<file path="src/rtl/ws_mac_array_param.sv">
// Weight-stationary signed MAC array: ROWS x COLS stationary weights, in-block weight loader, fixed latency.
// Define WS_ARRAY_SAT_EN to clamp each accumulate step; the default build wraps modulo 2^AW.
module ws_mac_array_param #(
    parameter int ROWS = 4,
    parameter int COLS = 4,
    parameter int DW   = 8,
    parameter int AW   = 16
) (
    input  logic                      CLK,
    input  logic                      RSTN,
    input  logic                      w_start_i,
    input  logic [$clog2(COLS+1)-1:0] cfg_cols_i,
    input  logic                      w_valid_i,
    input  logic [COLS*DW-1:0]        w_data_i,
    input  logic                      x_valid_i,
    input  logic [COLS*DW-1:0]        x_data_i,
    input  logic                      psum_en_i,
    input  logic [ROWS*AW-1:0]        psum_i,
    input  logic                      hold_i,
    output logic [ROWS*AW-1:0]        y_o,
    output logic                      out_valid_o,
    output logic                      w_ready_o,
    output logic                      busy_o,
    output logic                      err_o
);
    localparam int CW  = $clog2(COLS + 1);
    localparam int RW  = (ROWS > 1) ? $clog2(ROWS) : 1;
    localparam int LAT = ROWS + COLS + 1;
    localparam int XD  = ROWS + COLS - 1;
    localparam int BW  = $clog2(LAT + 2);

    localparam logic [CW-1:0] COLS_C   = CW'(COLS);
    localparam logic [RW-1:0] LAST_ROW = RW'(ROWS - 1);

    localparam logic [1:0] ST_IDLE  = 2'd0;
    localparam logic [1:0] ST_LOAD  = 2'd1;
    localparam logic [1:0] ST_READY = 2'd2;

    if (AW < 2 * DW) begin : g_bad_aw
        $error("ws_mac_array_param: AW must be at least 2*DW");
    end

    logic [1:0]    state_q, state_d;
    logic [RW-1:0] cnt_q, cnt_d;
    logic [CW-1:0] k_q, k_d;
    logic [BW-1:0] inflight_q, inflight_d;
    logic          err_q, err_d;

    logic signed [DW-1:0] w_q   [ROWS][COLS];
    logic signed [DW-1:0] xp_q  [XD][COLS];
    logic signed [AW-1:0] pp_q  [ROWS][ROWS];
    logic signed [AW-1:0] acc_q [ROWS][COLS];
    logic signed [AW-1:0] acc_in[ROWS][COLS];
    logic signed [AW-1:0] acc_d [ROWS][COLS];
    logic signed [AW-1:0] dk_q  [ROWS][ROWS];
    logic [LAT-1:0]       vp_q;
    logic                 out_valid_q;
    logic [ROWS*AW-1:0]   y_q;

    logic          run, accept, start_ok, beat;
    logic [CW-1:0] k_eff;

    function automatic logic signed [AW-1:0] mac_term(input logic signed [DW-1:0] w,
                                                      input logic signed [DW-1:0] x,
                                                      input logic en);
        logic signed [2*DW-1:0] p;
        p = w * x;
        return en ? AW'(p) : '0;
    endfunction

    function automatic logic signed [AW-1:0] acc_add(input logic signed [AW-1:0] a,
                                                     input logic signed [AW-1:0] b);
`ifdef WS_ARRAY_SAT_EN
        logic signed [AW:0] s;
        s = (AW+1)'(a) + (AW+1)'(b);
        if (s[AW] != s[AW-1]) return s[AW] ? {1'b1, {(AW-1){1'b0}}} : {1'b0, {(AW-1){1'b1}}};
        return s[AW-1:0];
`else
        return a + b;
`endif
    endfunction

    assign run      = ~hold_i;
    assign accept   = x_valid_i & run & (state_q == ST_READY);
    assign start_ok = w_start_i & run & (inflight_q == '0);
    assign beat     = w_valid_i & run & (state_q == ST_LOAD) & ~start_ok;
    assign k_eff    = ((cfg_cols_i == '0) || (cfg_cols_i > COLS_C)) ? COLS_C : cfg_cols_i;

    always_comb begin
        // NOTE: every combinational output is defaulted first so no path can infer a latch.
        state_d = state_q;
        cnt_d   = cnt_q;
        k_d     = k_q;
        case (state_q)
            ST_IDLE, ST_READY: begin
                if (start_ok) begin
                    state_d = ST_LOAD;
                    cnt_d   = '0;
                    k_d     = k_eff;
                end
            end
            ST_LOAD: begin
                if (start_ok) begin
                    cnt_d = '0;
                    k_d   = k_eff;
                end else if (beat) begin
                    if (cnt_q == LAST_ROW) begin
                        state_d = ST_READY;
                        cnt_d   = '0;
                    end else begin
                        cnt_d = cnt_q + 1'b1;
                    end
                end
            end
            default: state_d = ST_IDLE;
        endcase
    end

    assign err_d = err_q | (w_start_i & run & (inflight_q != '0))
                         | (x_valid_i & run & (state_q != ST_READY));

    always_comb begin
        inflight_d = inflight_q;
        if (accept && !out_valid_o)      inflight_d = inflight_q + 1'b1;
        else if (!accept && out_valid_o) inflight_d = inflight_q - 1'b1;
    end

    // NOTE: sequential state uses non-blocking assignments so every register samples pre-edge values.
    always_ff @(posedge CLK or negedge RSTN) begin
        if (!RSTN) begin
            state_q    <= ST_IDLE;
            cnt_q      <= '0;
            k_q        <= COLS_C;
            inflight_q <= '0;
            err_q      <= 1'b0;
        end else begin
            state_q    <= state_d;
            cnt_q      <= cnt_d;
            k_q        <= k_d;
            inflight_q <= inflight_d;
            err_q      <= err_d;
        end
    end

    // NOTE: the weight array is reset on purpose: cleared weights are visible state after reset.
    always_ff @(posedge CLK or negedge RSTN) begin
        if (!RSTN) begin
            for (int r = 0; r < ROWS; r++)
                for (int c = 0; c < COLS; c++) w_q[r][c] <= '0;
        end else if (beat) begin
            for (int c = 0; c < COLS; c++) w_q[cnt_q][c] <= w_data_i[(COLS-1-c)*DW +: DW];
        end
    end

    // PE(r,c) fires r+c+1 steps after accept; x is skewed per column, psum per row.
    always_comb begin
        for (int r = 0; r < ROWS; r++) begin
            acc_in[r][0] = pp_q[r][r];
            for (int c = 1; c < COLS; c++) acc_in[r][c] = acc_q[r][c-1];
            for (int c = 0; c < COLS; c++)
                acc_d[r][c] = acc_add(acc_in[r][c],
                                      mac_term(w_q[r][c], xp_q[r+c][c], CW'(c) < k_q));
        end
    end

    always_ff @(posedge CLK or negedge RSTN) begin
        if (!RSTN) begin
            for (int d = 0; d < XD; d++)
                for (int c = 0; c < COLS; c++) xp_q[d][c] <= '0;
            for (int d = 0; d < ROWS; d++)
                for (int r = 0; r < ROWS; r++) begin
                    pp_q[d][r] <= '0;
                    dk_q[d][r] <= '0;
                end
            for (int r = 0; r < ROWS; r++)
                for (int c = 0; c < COLS; c++) acc_q[r][c] <= '0;
            vp_q        <= '0;
            out_valid_q <= 1'b0;
            y_q         <= '0;
        end else if (run) begin
            for (int c = 0; c < COLS; c++)
                xp_q[0][c] <= accept ? x_data_i[(COLS-1-c)*DW +: DW] : '0;
            for (int d = 1; d < XD; d++)
                for (int c = 0; c < COLS; c++) xp_q[d][c] <= xp_q[d-1][c];
            for (int r = 0; r < ROWS; r++) begin
                pp_q[0][r] <= (accept && psum_en_i) ? psum_i[(ROWS-1-r)*AW +: AW] : '0;
                dk_q[0][r] <= acc_q[r][COLS-1];
            end
            for (int d = 1; d < ROWS; d++)
                for (int r = 0; r < ROWS; r++) begin
                    pp_q[d][r] <= pp_q[d-1][r];
                    dk_q[d][r] <= dk_q[d-1][r];
                end
            for (int r = 0; r < ROWS; r++)
                for (int c = 0; c < COLS; c++) acc_q[r][c] <= acc_d[r][c];
            vp_q        <= {vp_q[LAT-2:0], accept};
            out_valid_q <= vp_q[LAT-1];
            // Row r is delayed ROWS-r more steps so all rows of a vector land together.
            if (vp_q[LAT-1]) begin
                for (int r = 0; r < ROWS; r++) y_q[(ROWS-1-r)*AW +: AW] <= dk_q[ROWS-1-r][r];
            end
        end
    end

    assign y_o         = y_q;
    assign out_valid_o = out_valid_q & run;
    assign w_ready_o   = (state_q == ST_READY);
    assign busy_o      = (inflight_q != '0);
    assign err_o       = err_q;

endmodule

</file>
<file path="config.mk">
export PLATFORM = sky130hd
export DESIGN_NAME = ws_mac_array_param
export DESIGN_NICKNAME = d
export VERILOG_FILES = /design/src/rtl/ws_mac_array_param.sv
export SDC_FILE = /design/constraint.sdc
export NUM_CORES = 2
export LEC_CHECK = 0
export BUFFER_PORTS_ARGS = -buffer_cell sky130_fd_sc_hd__buf_2
export CAP_MARGIN = 20
export CORE_ASPECT_RATIO = 1.5
export CORE_MARGIN = 2
export CORE_UTILIZATION = 58
export DETAILED_ROUTE_END_ITERATION = 8
export PLACE_DENSITY = 0.79
export SETUP_SLACK_MARGIN = 0.4
export SYNTH_ARGS = -nofsm -noshare
export SYNTH_HDL_FRONTEND = slang
export SYNTH_SLANG_ARGS = --single-unit
</file>
<file path="constraint.sdc">
create_clock -name CLK -period 7.29 [get_ports CLK]
set_clock_uncertainty 0.2 [all_clocks]
set_input_delay 0.729 -clock CLK [delete_from_list [all_inputs] [get_ports CLK]]
set_output_delay 0.729 -clock CLK [all_outputs]
set_load 0.01 [all_outputs]
</file>
# After elaboration in Yosys (flattened, before gate mapping)
# Cells that the tools add are included.
# W data, S select, Z words.
# totals
elab_cells	216
regBits	966
# classes
n_eq_ne	9
n_mux	49
n_lt_le_gt_ge	7
bitwise	15
addsub	19
n_reduce_logical	19
multipliers	16
# op_table
op	n
$bwmux W128	4
$mux W16	21
$add A16 B16 Y16	16
$demux W32 S2	4
$mul A8 B8 Y16	16
$mux W8	5
$mux W32	1
$mux W24	1
$mux W2	8
$and A1 B1 Y1	10
$mux W4	2
$ne A2 B2 Y1 const B	4
$pmux W2 S2	2
$lt A1 B3 Y1 const A	2
$lt A2 B3 Y1 const A	2
$add A4 B1 Y4 const B	1
$eq A2 B2 Y1 const B	2
$logic_and A1 B1 Y1	4
$logic_not A4 Y1	1
$reduce_and A2 Y1	2
$reduce_and A4 Y1	1
$reduce_bool A2 Y1	2
$reduce_bool A4 Y1	1
$sub A4 B1 Y4 const B	1
18 further kinds	21

# Longest topological paths before layout
# depth
ltp_word	9
depth_mapped	27

# Worst setup path after synthesis
# OpenSTA, ideal clock, no wires.
# synth_path
path_type	reg2reg
startpoint	reg w_q[7] (netlist name)
endpoint	reg acc_q[15] (netlist name)
setup_time_ns	0.083
t_required_ns	7.007
path_slack_ns	1.313
path_stages_with_launch	26
arrival_time_ns	5.695
path_cell_list	dfrtp_1 clkbuf_1 and2_1 fa_1 inv_1 fa_1 inv_1 fa_1 inv_1 fa_1 inv_1 ha_1 a21oi_1 o21bai_1 a21oi_1 xnor2_1 and2_1 ha_1 and2_1 o21a_1 o21ai_0 o21ai_0 or2_2 o41ai_1 xor3_1 o21ai_0
# synth_between
elab_chain_len	3
# synth_lines
element	line	rtl
$mul A8 B8 Y16	67	p = w * x;
$mux W16	68	return en ? AW'(p) : '0;
$add A16 B16 Y16	79	return a + b;
# Every way passes these cells.
# A chain may end at the register's enable or synchronous reset.

# Worst setup path in the final report
# layout_path
startpoint	reg xp_q[73] (netlist name)
endpoint	reg acc_in[79] (netlist name)
# layout_between
elab_chain_len	3
# layout_lines
element	line	rtl
from (decl)	50	logic signed [DW-1:0] xp_q [XD][COLS];
from (signal, indexed assignment)	182	xp_q[0][c] <= accept ? x_data_i[(COLS-1-c)*DW +: DW] : '0;
$mul A8 B8 Y16	67	
$mux W16	68	
$add A16 B16 Y16	79	
# Every way passes these cells.

==> results.rst <==
.. list-table::
   :header-rows: 1

   * - Metric
     - Value
   * - Full die area
     - 0.152 mm²
   * - Power share of the clock group
     - between 30% and 40%
   * - Critical path data required time
     - 7.73 ns
   * - Largest net degree at the start of global routing
     - between 150 and 200
   * - Global-route usage over all layers
     - between 20% and 30%
   * - Synthesized-area fraction occupied by and/or/nand/nor cells
     - about an eighth
   * - Slack of the worst reg-to-reg path
     - between 0.7 and 0.8 ns
   * - Worst Hold Depth
     - 2
   * - WP data arrival
     - around 6.9 ns
   * - Count of placed standard cells including taps
     - roughly 10k
   * - Max capacitance violation total
     - 0
   * - Distinct cell type count of the synthesized netlist
     - between 70 and 80
   * - RSZ-0062 raised after global routing
     - no
   * - Post-route antenna net violation count
     - 0
   * - Period utilisation layout
     - between 80% and 90%
   * - Async S/R FF share, synth
     - 100%
   * - Number of cell instances on the worst register-to-register path
     - 25
   * - Min-Delay Path Class
     - in2reg
   * - Clock transition at the registers of the reported paths
     - roughly 0.060 ns
   * - Initial Util
     - roughly three fifths
   * - Dominant combinational cell family by area after synthesis
     - adder cells
   * - Slew margin rel.
     - between 20% and 30%
   * - Net Switching
     - approximately 4.7 mW
   * - Worst-case vdd ir drop
     - approximately 0.25 mV
   * - Post-synthesis share of cell area spent on full adders, half adders and majority gates
     - between 30 and 40%
   * - Number of antenna violations at the first check in global routing
     - 5
   * - Average cell area after synthesis
     - 10.1 µm²
   * - Power Internal
     - between 10 and 15 mW
   * - Starting DRC count in detailed routing
     - between 3k and 4k
   * - Proportion of synthesized area in mux cells
     - 8.50%
   * - Detailed-route vias per instance
     - approximately 5.7
   * - Number of rows created at floorplan
     - 173
   * - Signed area change from the synthesized netlist to the final layout
     - 8.65%
   * - Height of the die
     - 477 µm
   * - Total of flip-flops plus latches after synthesis
     - just under 1k
   * - Xor-xnor portion of the synthesized cell area
     - under 10%
   * - Total negative slack
     - 0 ns
   * - Largest stage delay on the critical path
     - 0.55 ns
   * - DPL Wire Length
     - approximately 170000 µm
   * - Max stage delay cell, worst path
     - sky130_fd_sc_hd__fa_1
   * - Number of top-level pins
     - 206
   * - Primary FF master, synth
     - sky130_fd_sc_hd__dfrtp_1
   * - Final hold violation count
     - 0
   * - Final slew viol count
     - 0
   * - Largest cells by area after synthesis
     - sky130_fd_sc_hd__dfrtp_1 28%, sky130_fd_sc_hd__fa_1 21%, sky130_fd_sc_hd__ha_1 10%, sky130_fd_sc_hd__mux2_2 8.1%, sky130_fd_sc_hd__inv_1 6.1%
   * - Gr ovfl total
     - 0
   * - Share of the synthesized area in the top cell type
     - about 28%
   * - Classification of the worst setup path
     - reg2reg
   * - Part of the Yosys area used for sequential elements
     - about 28%
   * - Final Non-Filler Cells
     - ~11k
   * - Logic gate share of total power
     - roughly 14%
   * - Number of H-tree levels
     - 3
   * - Drt drc
     - 0
   * - Average wire per cell in the routed design
     - a little over 20 µm
   * - Slew at the pin closest to its max-slew limit
     - around 1.1 ns
   * - Cell leakage power
     - between 40 and 50 nW
   * - Routability congestion estimate
     - around 0.94
   * - Clock tree from TritonCTS
     - yes
   * - Proportion of total power due to net switching
     - between 30% and 40%
   * - Smallest hold slack
     - about 0.033 ns
   * - EDFF count, synth
     - 0
   * - Final routed wirelength across all metal layers
     - 219000 µm
   * - Number of failing setup endpoints in the final timing report
     - 0
   * - Highest fanout seen on the critical path
     - 10
   * - Total number of vias
     - 61.3k
   * - Power density relative to cell area
     - around 160 mW/mm²
   * - Cell area after synthesis
     - 0.0865 mm²
   * - Run status
     - finished, final reports clean
   * - Clock insertion delay at the later pin of the skew report
     - 0.78 ns
   * - Port bufs
     - between 200 and 250
   * - Sinks on Clock Net
     - about 970
   * - Kind of launch point of the worst setup path
     - register
   * - First-pass iteration count of the detailed router
     - 6
   * - Reg-to-reg startpoint
     - xp_q[73]
   * - Synth warnings
     - 0
   * - Die width
     - approximately 320 µm
   * - Fraction of layout cells with a size suffix above 1
     - between 10% and 20%
   * - FILL cells
     - roughly 12k
   * - Nets
     - about 10k
   * - Worst hold path endpoint
     - xp_q[200]
   * - Peak Freq
     - 0.154 GHz
   * - Global-route wire length before repair
     - around 350000 µm
   * - Post-synthesis cell type with the largest combined area
     - sky130_fd_sc_hd__dfrtp_1
   * - Most common cell on crit path
     - sky130_fd_sc_hd__inv_1
   * - Post-Synthesis Cells
     - 8546
   * - Sequential share of power
     - a little under half
   * - Total CTS buffers
     - 100
   * - Core Area
     - 0.148 mm²
   * - Period minus WS final
     - 6.49 ns
   * - Critical path endpoint category
     - register
   * - Via count of the first global-routing pass
     - ~66k
   * - Maximum clock insertion buffer count
     - 3
   * - Synthesized-area fraction occupied by ao, oa, aoi and oai cells
     - roughly 8.5%
   * - Worst reg2reg path endpoint
     - acc_in[79]
   * - Nets in the synthesized netlist
     - about 10k
   * - Critical hold path startpoint
     - x_data_i[8]
   * - Cell at the root of the clock tree
     - sky130_fd_sc_hd__clkbuf_16
## layer usage
metal	track usage, %	wire length [µm]	vias up
li1	-	-	28100
met1	32.4	79200	31100
met2	52.1	112000	1501
met3	3.59	8770	636
met4	20.9	18400	0
met5	0	0	-
## cell usage after synthesis, drive strengths merged (10+ instances only)
cell    number
or2         33
a21oi      179
and3        56
nand2      592
inv       1415
xor2       113
o211ai      26
o21ai      330
a21o        93
and2       732
a21boi      12
a211o       16
o41ai       17
dfrtp      965
o31ai       55
nor2b       29
fa         897
ha         712
or3         32
nand2b      86
buf         32
xnor2      245
nor2       399
o31a        11
o21bai      50
clkbuf     196
mux2       625
nor3       107
nand3       75
a22o       101
a31oi       24
nor3b       10
mux2i       31
o21a        26
a211oi      83
o311a       13
## per-stage QoR
step	total power [mW]	utilization [%]	setup slack, ns	instance area (µm²)
finish	14.8	63.5	0.800	94000
global route	15.4	63.5	0.504	94000
floorplan	8.00	-	1.31	86500
CTS	14.9	63.5	0.834	94000
global placement	9.07	60.4	0.921	89500
detailed placement	9.18	60.4	0.815	89500
## power groups by stage
stage	clock network (mW)	registers, mW	logic (mW)
4_1_cts	5.75	7.00	2.14
2_1_floorplan	0	6.55	1.45
5_1_grt	5.94	7.11	2.34
3_3_place_gp	0	7.05	2.02
3_5_place_dp	0	7.09	2.09
6_report	5.65	7.02	2.13
## how the worst max path moves through the flow
stage	from	to	slack (ns)	depth (start not counted)
after detailed placement	xp_q[73]	acc_in[79]	0.82	25
after floorplan	w_q[7]	acc_q[15]	1.31	25
after global placement	xp_q[74]	acc_in[79]	0.92	25
after CTS	w_q[5]	acc_q[15]	0.83	24
after global routing	w_q[5]	acc_q[15]	0.50	24
final	xp_q[73]	acc_in[79]	0.80	25
## logic make-up after synthesis
group           count (synthesis)
fa+ha+maj                    1609
mux                           656
xor+xnor                      369
compound gates               1103
flops                         966
simple gates                 2200
buf+inv                      1643
## critical path: cells and delay by family (launching register included)
family / cells / cell delay [ns]
adder cells (fa/ha/maj): 6 / 2.69
flip-flops: 1 / 0.47
AND/OR/NAND/NOR: 3 / 0.53
multiplexers: 1 / 0.26
AO/OA/AOI/OAI: 8 / 1.38
XOR/XNOR: 2 / 0.57
buffers and inverters: 5 / 0.31
## placed cells by master (no fill, tap or decap), types with 93 or more instances in the layout
| cell | n |
|---|---|
| sky130_fd_sc_hd__inv_1 | 1414 |
| sky130_fd_sc_hd__dfrtp_1 | 965 |
| sky130_fd_sc_hd__fa_1 | 897 |
| sky130_fd_sc_hd__and2_1 | 732 |
| sky130_fd_sc_hd__ha_1 | 712 |
| sky130_fd_sc_hd__mux2_2 | 624 |
| sky130_fd_sc_hd__nand2_1 | 587 |
| sky130_fd_sc_hd__nor2_1 | 397 |
| sky130_fd_sc_hd__o21ai_0 | 307 |
| sky130_fd_sc_hd__xnor2_1 | 245 |
| sky130_fd_sc_hd__buf_2 | 203 |
| sky130_fd_sc_hd__a21oi_1 | 177 |
| sky130_fd_sc_hd__xor2_1 | 113 |
| sky130_fd_sc_hd__nor3_1 | 107 |
| sky130_fd_sc_hd__a22o_1 | 101 |
| sky130_fd_sc_hd__clkbuf_16 | 100 |
| sky130_fd_sc_hd__a21o_1 | 93 |
## registers in the layout, summed over array words and instances (netlist names)
name and flops:
acc_in 256, xp_q 176, dk_q 160, w_q 128
pp_q 96, acc_q 64, y_o 64, vp_q 9
inflight_q 4, k_q 3, cnt_q 2, state_q 2
err_o 1, out_valid_q 1
## what timing repair did
action / 4_1_cts / 5_1_grt
setup endpoints to repair: 0 / 1
endpoints found under the hold margin: 161 / 0
resized for setup: 0 / 1
buffers inserted: 0 / 0
hold buffers: 84 / 0
## final cells by class
type                       count  area [µm²]  share of cell area [%]
antenna                        5        12.5                  0.0133
clock buffer                 126        2760                    2.94
inverter                    1415        5310                    5.65
multi-input combinational   5937       56200                    59.8
tap                         1925        2410                    2.56
clock inverter                61         858                   0.913
timing repair buffer         328        2270                    2.41
sequential                   966       24200                    25.7
No activity file was read; power rests on OpenSTA's default activity.
